$ cat config.mk
export PLATFORM = sky130hd
export DESIGN_NAME = if_id_queue
export DESIGN_NICKNAME = d
export VERILOG_FILES = /design/src/rtl/if_id_queue.sv
export SDC_FILE = /design/constraint.sdc
export NUM_CORES = 1
export LEC_CHECK = 0
export ABC_CLOCK_PERIOD_IN_PS = 11730
export CAP_MARGIN = 30
export CORE_UTILIZATION = 45
export CTS_CLUSTER_SIZE = 16
export DETAILED_ROUTE_END_ITERATION = 8
export GPL_TIMING_DRIVEN = 0
export PLACE_DENSITY = 0.75
export SLEW_MARGIN = 10
export SYNTH_ARGS = -nofsm -noshare
export SYNTH_HDL_FRONTEND = slang
export SYNTH_SLANG_ARGS = --single-unit
$ cat constraint.sdc
create_clock -name clk -period 11.73 [get_ports clk]
set_input_delay 1.7595 -clock clk [delete_from_list [all_inputs] [get_ports clk]]
set_output_delay 1.7595 -clock clk [all_outputs]
set_load 0.02 [all_outputs]
$ cat src/rtl/if_id_queue.sv
// ---------------------------------------------------------------------------
// if_id_queue
//
// Decoupling buffer between the fetch stage and the decode stage. This is a
// small circular FIFO of {inst, pc, pc4} bundles with a valid/ready handshake
// on both sides. A taken branch or jump asserts flush, which empties the
// queue. While the queue is empty, decode sees a NOP bubble rather than
// stale storage contents.
//
// Ports
//   clk        rising-edge clock
//   rst_n      asynchronous active-low reset
//   flush      discard all buffered entries (PCSel of a taken branch)
//   in_valid   fetch presents a bundle this cycle
//   in_ready   queue can accept a bundle (registered state only)
//   in_inst    fetched instruction
//   in_pc      address of in_inst
//   in_pc4     in_pc + 4
//   out_valid  head entry valid
//   out_ready  decode consumes the head this cycle
//   out_inst   head instruction, or NOP_INST when empty
//   out_pc     head pc, or 0 when empty
//   out_pc4    head pc4, or 0 when empty
//   count      current occupancy, 0..DEPTH
// ---------------------------------------------------------------------------
module if_id_queue #(
  parameter int          DEPTH    = 2,
  parameter int          PTR_W    = $clog2(DEPTH),
  parameter logic [31:0] NOP_INST = 32'h0000_0013
) (
  input  logic             clk,
  input  logic             rst_n,
  input  logic             flush,
  input  logic             in_valid,
  output logic             in_ready,
  input  logic [31:0]      in_inst,
  input  logic [31:0]      in_pc,
  input  logic [31:0]      in_pc4,
  output logic             out_valid,
  input  logic             out_ready,
  output logic [31:0]      out_inst,
  output logic [31:0]      out_pc,
  output logic [31:0]      out_pc4,
  output logic [PTR_W:0]   count
);

  localparam logic [PTR_W:0] FULL_COUNT = (PTR_W+1)'(DEPTH);

  logic [31:0]      inst_mem [DEPTH];
  logic [31:0]      pc_mem   [DEPTH];
  logic [31:0]      pc4_mem  [DEPTH];

  logic [PTR_W-1:0] wr_ptr;
  logic [PTR_W-1:0] rd_ptr;
  logic [PTR_W:0]   count_q;

  logic             push;
  logic             pop;

  // Handshakes come purely from registered occupancy, so there is no
  // combinational path from out_ready to in_ready. At full, a same-cycle
  // pop therefore cannot make room for a push.
  assign in_ready  = (count_q != FULL_COUNT);
  assign out_valid = (count_q != '0);
  assign count     = count_q;

  assign push = in_valid  & in_ready;
  assign pop  = out_valid & out_ready;

  // Head read is combinational. An empty queue shows a NOP bubble.
  assign out_inst = out_valid ? inst_mem[rd_ptr] : NOP_INST;
  assign out_pc   = out_valid ? pc_mem[rd_ptr]   : 32'h0;
  assign out_pc4  = out_valid ? pc4_mem[rd_ptr]  : 32'h0;

  // Pointer and occupancy state. Flush wins over any same-cycle push or pop.
  // Because DEPTH is a power of two, the pointers wrap by plain overflow.
  always_ff @(posedge clk or negedge rst_n) begin
    if (!rst_n) begin
      wr_ptr  <= '0;
      rd_ptr  <= '0;
      count_q <= '0;
    end else if (flush) begin
      wr_ptr  <= '0;
      rd_ptr  <= '0;
      count_q <= '0;
    end else begin
      if (push) begin
        wr_ptr <= wr_ptr + 1'b1;
      end
      if (pop) begin
        rd_ptr <= rd_ptr + 1'b1;
      end
      if (push && !pop) begin
        count_q <= count_q + 1'b1;
      end else if (pop && !push) begin
        count_q <= count_q - 1'b1;
      end
    end
  end

  // Storage has no reset. Contents are only observed while count says the
  // slot is occupied. Writes are suppressed on flush, so a discarded push
  // leaves no trace.
  always_ff @(posedge clk) begin
    if (push && !flush) begin
      inst_mem[wr_ptr] <= in_inst;
      pc_mem[wr_ptr]   <= in_pc;
      pc4_mem[wr_ptr]  <= in_pc4;
    end
  end

endmodule

# Word-level counts from Yosys, hierarchy flattened
# Memories as Yosys holds them, arrays and structs flattened.
# Index checks and enable logic that the tools add are counted.
# totals
reg_bits,4
ramBits,192
in_bits,101
output_inout_bits,100
mem_count,3
# classes
n_addsub,4
eq_ne,1
muxes,12
n_bitwise,2
reduce_logical,10
# mem_list
memory,depth,word_bits,rd,rd_clocked_by_memory_dff,wr,line,source
inst_mem,2,32,1,0,1,49,logic [31:0] inst_mem [DEPTH];
pc4_mem,2,32,1,0,1,51,logic [31:0] pc4_mem [DEPTH];
pc_mem,2,32,1,0,1,50,logic [31:0] pc_mem [DEPTH];
# op_table
operator,count
32-bit two-way mux,3
1-bit two-way mux,6
2-bit two-way mux,3
2-bit nonzero test,3
1-bit logical AND,3
1-bit zero test,3
3-bit nonzero test,1
"1-bit adder, second input constant",2
"2-bit by 1-bit adder with 2-bit output, second input constant",1
1-bit bitwise AND,2
"2-bit != test, second input constant",1
"2-bit by 1-bit subtractor with 2-bit output, second input constant",1

# Logic depth before layout (Yosys ltp)
# logic_depth
ltp_word,7
mapped_depth,5
depth_no_buf,4

# Least setup slack after synthesis
# OpenSTA, ideal clock, no wires.
# synth_timing
path_kind,input port to flip-flop
startpoint,input port in_valid
endpoint,memory inst_mem[1][0] (enable)
setup_time_ns,0.687
t_arrival_ns,8.780
required_time_ns,11.043
slack_ns,2.262
path_stages,2
path_buffers,0
cell_sequence,nand2_1 > nor3b_1
# synth_via
elab_chain_len,4
# synth_rtl
item,line,source
"start, declared",34,"input logic in_valid,"
1-bit bitwise AND,67,assign push = in_valid & in_ready;
1-bit logical AND,105,if (push && !flush) begin
1-bit two-way mux,105,
1-bit two-way mux (not written as such),106,inst_mem[wr_ptr] <= in_inst;
"end, declared",49,
# No other way between the ends.

# Worst setup path after layout
# layout_timing
startpoint,"register count_q[0], in the netlist count[0]"
endpoint,output port out_pc[13]
# layout_via
elab_chain_len,2
# layout_rtl
item,line,source
"start, declared",55,logic [PTR_W:0] count_q;
"start signal, assigned",94,count_q <= count_q + 1'b1;
"start signal, assigned",96,count_q <= count_q - 1'b1;
2-bit nonzero test,64,assign out_valid = (count_q != '0);
32-bit two-way mux,72,assign out_pc = out_valid ? pc_mem[rd_ptr] : 32'h0;
"end, declared",42,"output logic [31:0] out_pc,"
# No other way between the ends.

==> summary.txt <==
Post-synth EDFFs: 192
Gr ovfl total: 0
Share of layout cells above drive strength 1: 9.99%
Max Freq: 240 MHz
Worst EP required: 9.97 ns
Syn_nets: 533
WL/cell: 16.9 microns
Hold buffers post-CTS: 0
RSZ-0062 raised after global routing: no
Post-synth top area cell: edfxtp_1
Hold Vio Cnt, Final: 0
Crit start category: flop
Clock sink count: 196
Post-CTS sizing: 0
Fill cells: 1113
CP arrival: 2.40 ns
CP Capture Type: output pin
Post-synth cell types: 24
Clk pin slew, worst setup/hold paths: 0.06 ns
Post-synthesis register bit count: 196
GR Util met3: 5.78%
Largest net degree at the start of global routing: 17
# rows: 46
Peak supply drop: 0.0936 mV
P per Cell Area: 151 mW/mm^2
DRC Markers: 0
Design area: 0.0105 sq mm
HP Class: reg -> reg
Max_cap viols: 0
Initial DRC count: 223
Final net count: 771
Grt met1 use: 21.6%
Die area: 0.0171 sq mm
Mean Syn Cell Area: 17.3 sq um
Max FO, Critical Path: 10
Prevailing post-synth register cell: edfxtp_1
Leak: 3.50 nW
Setup TNS: 0 ns
Placer Congestion: 0.690
Initial antenna violation count: 0
CTS Buf Count: 17
# diodes: 0
IO Pins: 201
H-tree Lvls: 4
Number of global-route vias before repair: 4615
Clock Skews: 0.00918 ns
GRT Overall Usage: 18.3%
Yosys warnings: 0
CTS Root Cell: clkbuf_16
DR vias: 4363
Final Cycle Share: 35.5%
Drt first pass iters: 5
Drt total wl: 15.2 mm
Status: finished clean
Final setup viols: 0
Final min period: 4.16 ns
Most frequent cell after synthesis: edfxtp_1
Post-place setup slack: 7.18 ns
Post-placement cell area: 0.00992 sq mm
Clock Latency Late Sink: 0.42 ns
PortBufs: 200
Die H: 131 microns
Rel. slew slack: 51.4%
Sequential fraction of the synthesis area: 78.6%
Final Non-Filler Cells: 897
Initial Util: 46.5%
Post-DP HPWL: 10.8 mm
Critical path class: reg -> out
Post-synth top area share: 77.2%
Async set or reset register ratio after synthesis: 2.04%
Cells after synthesis: 432
Netlist Area Pre-Place: 0.00746 sq mm
Least-Margin Pin Slew: 0.726 ns
Slew Viols, Final: 0
Main area contributors after synthesis: edfxtp_1 77%, mux2i_1 13%, nor2_1 4.7%
Post-CTS Setup Inserts: 0
Fin Hold WS: 0.629 ns
Routed Antenna Nets: 0
Placed insts: 867
Die width: 131 microns
First-pass GRT wire length: 22.9 mm
Via density: 4.86
Most Crowded Layer GR: met2
Clock Tree Buf Depth: 2
TritonCTS clock tree: built
Commonest cells post-synth: 192 x edfxtp_1, 97 x mux2i_1, 94 x nor2_1
Final setup margin: 7.57 ns
Synth-to-layout area growth: 40.3%
Met2 Usage GRT: 31.1%
Core ar.: 0.0161 sq mm
[final timing paths]
kind | slack, ns | from | to | cells after the start
max in group asynchronous | 10.01 | rst_n | rd_ptr$_DFFE_PN0P_ | 1
hold / removal | 0.63 | wr_ptr$_DFFE_PN0P_ | wr_ptr$_DFFE_PN0P_ | 2
setup / recovery | 7.57 | count[0]$_DFFE_PN0P_ | out_pc[13] | 5
setup reg to reg | 8.89 | count[1]$_DFFE_PN0P_ | inst_mem[1][1]$_DFFE_PP_ | 9
hold reg to reg | 0.63 | wr_ptr$_DFFE_PN0P_ | wr_ptr$_DFFE_PN0P_ | 2
min in group asynchronous | 1.54 | rst_n | count[1]$_DFFE_PN0P_ | 1
[sequential cells by signal (all words and copies together) (netlist names)]
name / cells
pc4_mem: 64
wr_ptr: 1
pc_mem: 64
inst_mem: 64
rd_ptr: 1
count: 2
[report_power, final]
group / internal, mW / switching [mW] / total (mW)
combinational: 0.114 / 0.117 / 0.231
clock: 0.310 / 0.234 / 0.544
sequential: 0.797 / 0.00674 / 0.804
total: 1.22 / 0.358 / 1.58
[critical path, cell delays in order, from the launching register on]
cell	delay (ns)
dfrtp_1	0.47
nor2_2	0.23
buf_2	0.32
buf_2	0.31
nor2_1	0.08
clkdlybuf4s50_1	0.58
[routing by layer]
metal	part of all wire, %	wire length (microns)
met5	0	0
met4	1.9	295
met3	6.7	1020
met2	51	7680
met1	41	6170
[logic make-up (layout without fill, tap and decap cells)]
family,count (synthesis),after routing,share of synthesized area (%)
multiplexers,97,97,13.0
buffers and inverters,24,273,2.03
flip-flops,196,196,78.6
AND/OR/NAND/NOR,106,106,5.67
AO/OA/AOI/OAI,8,8,0.604
XOR/XNOR,1,1,0.117
[layout make-up]
| type | count | area (sq um) | share of cell area (%) |
|---|---|---|---|
| clock inverters | 10 | 111 | 1.06 |
| well taps | 216 | 270 | 2.58 |
| clock buffers | 20 | 437 | 4.17 |
| flip-flops and latches | 196 | 5870 | 56.0 |
| inverters | 3 | 11.3 | 0.108 |
| multi-input cells | 212 | 1460 | 13.9 |
| plain buffers | 21 | 140 | 1.34 |
| repair buffers | 219 | 2180 | 20.8 |
[per-stage QoR]
| stage | power (mW) | utilization [%] |
|---|---|---|
| after floorplan | 0.936 | - |
| after global placement | 1.05 | 60.6 |
| after detailed placement | 1.05 | 61.8 |
| after CTS | 1.59 | 65.2 |
| after global routing | 1.63 | 65.2 |
| final | 1.58 | 65.2 |
[cells in the final DEF, fill, tap and decap left out, types with 2 or more instances in the layout]
cell               n
buf_2             10
clkbuf_1           4
clkinv_4           2
o21ai_0            2
nand2_1            4
clkinv_1           3
clkbuf_16         17
mux2i_1           97
dfrtp_1            4
nor2_1            94
clkinvlp_4         3
bufinv_16          2
edfxtp_1         192
buf_6             13
buf_4             15
a21oi_1            4
inv_2              2
clkdlybuf4s50_1  200
Note: power is estimated with default switching activity, not from simulation.
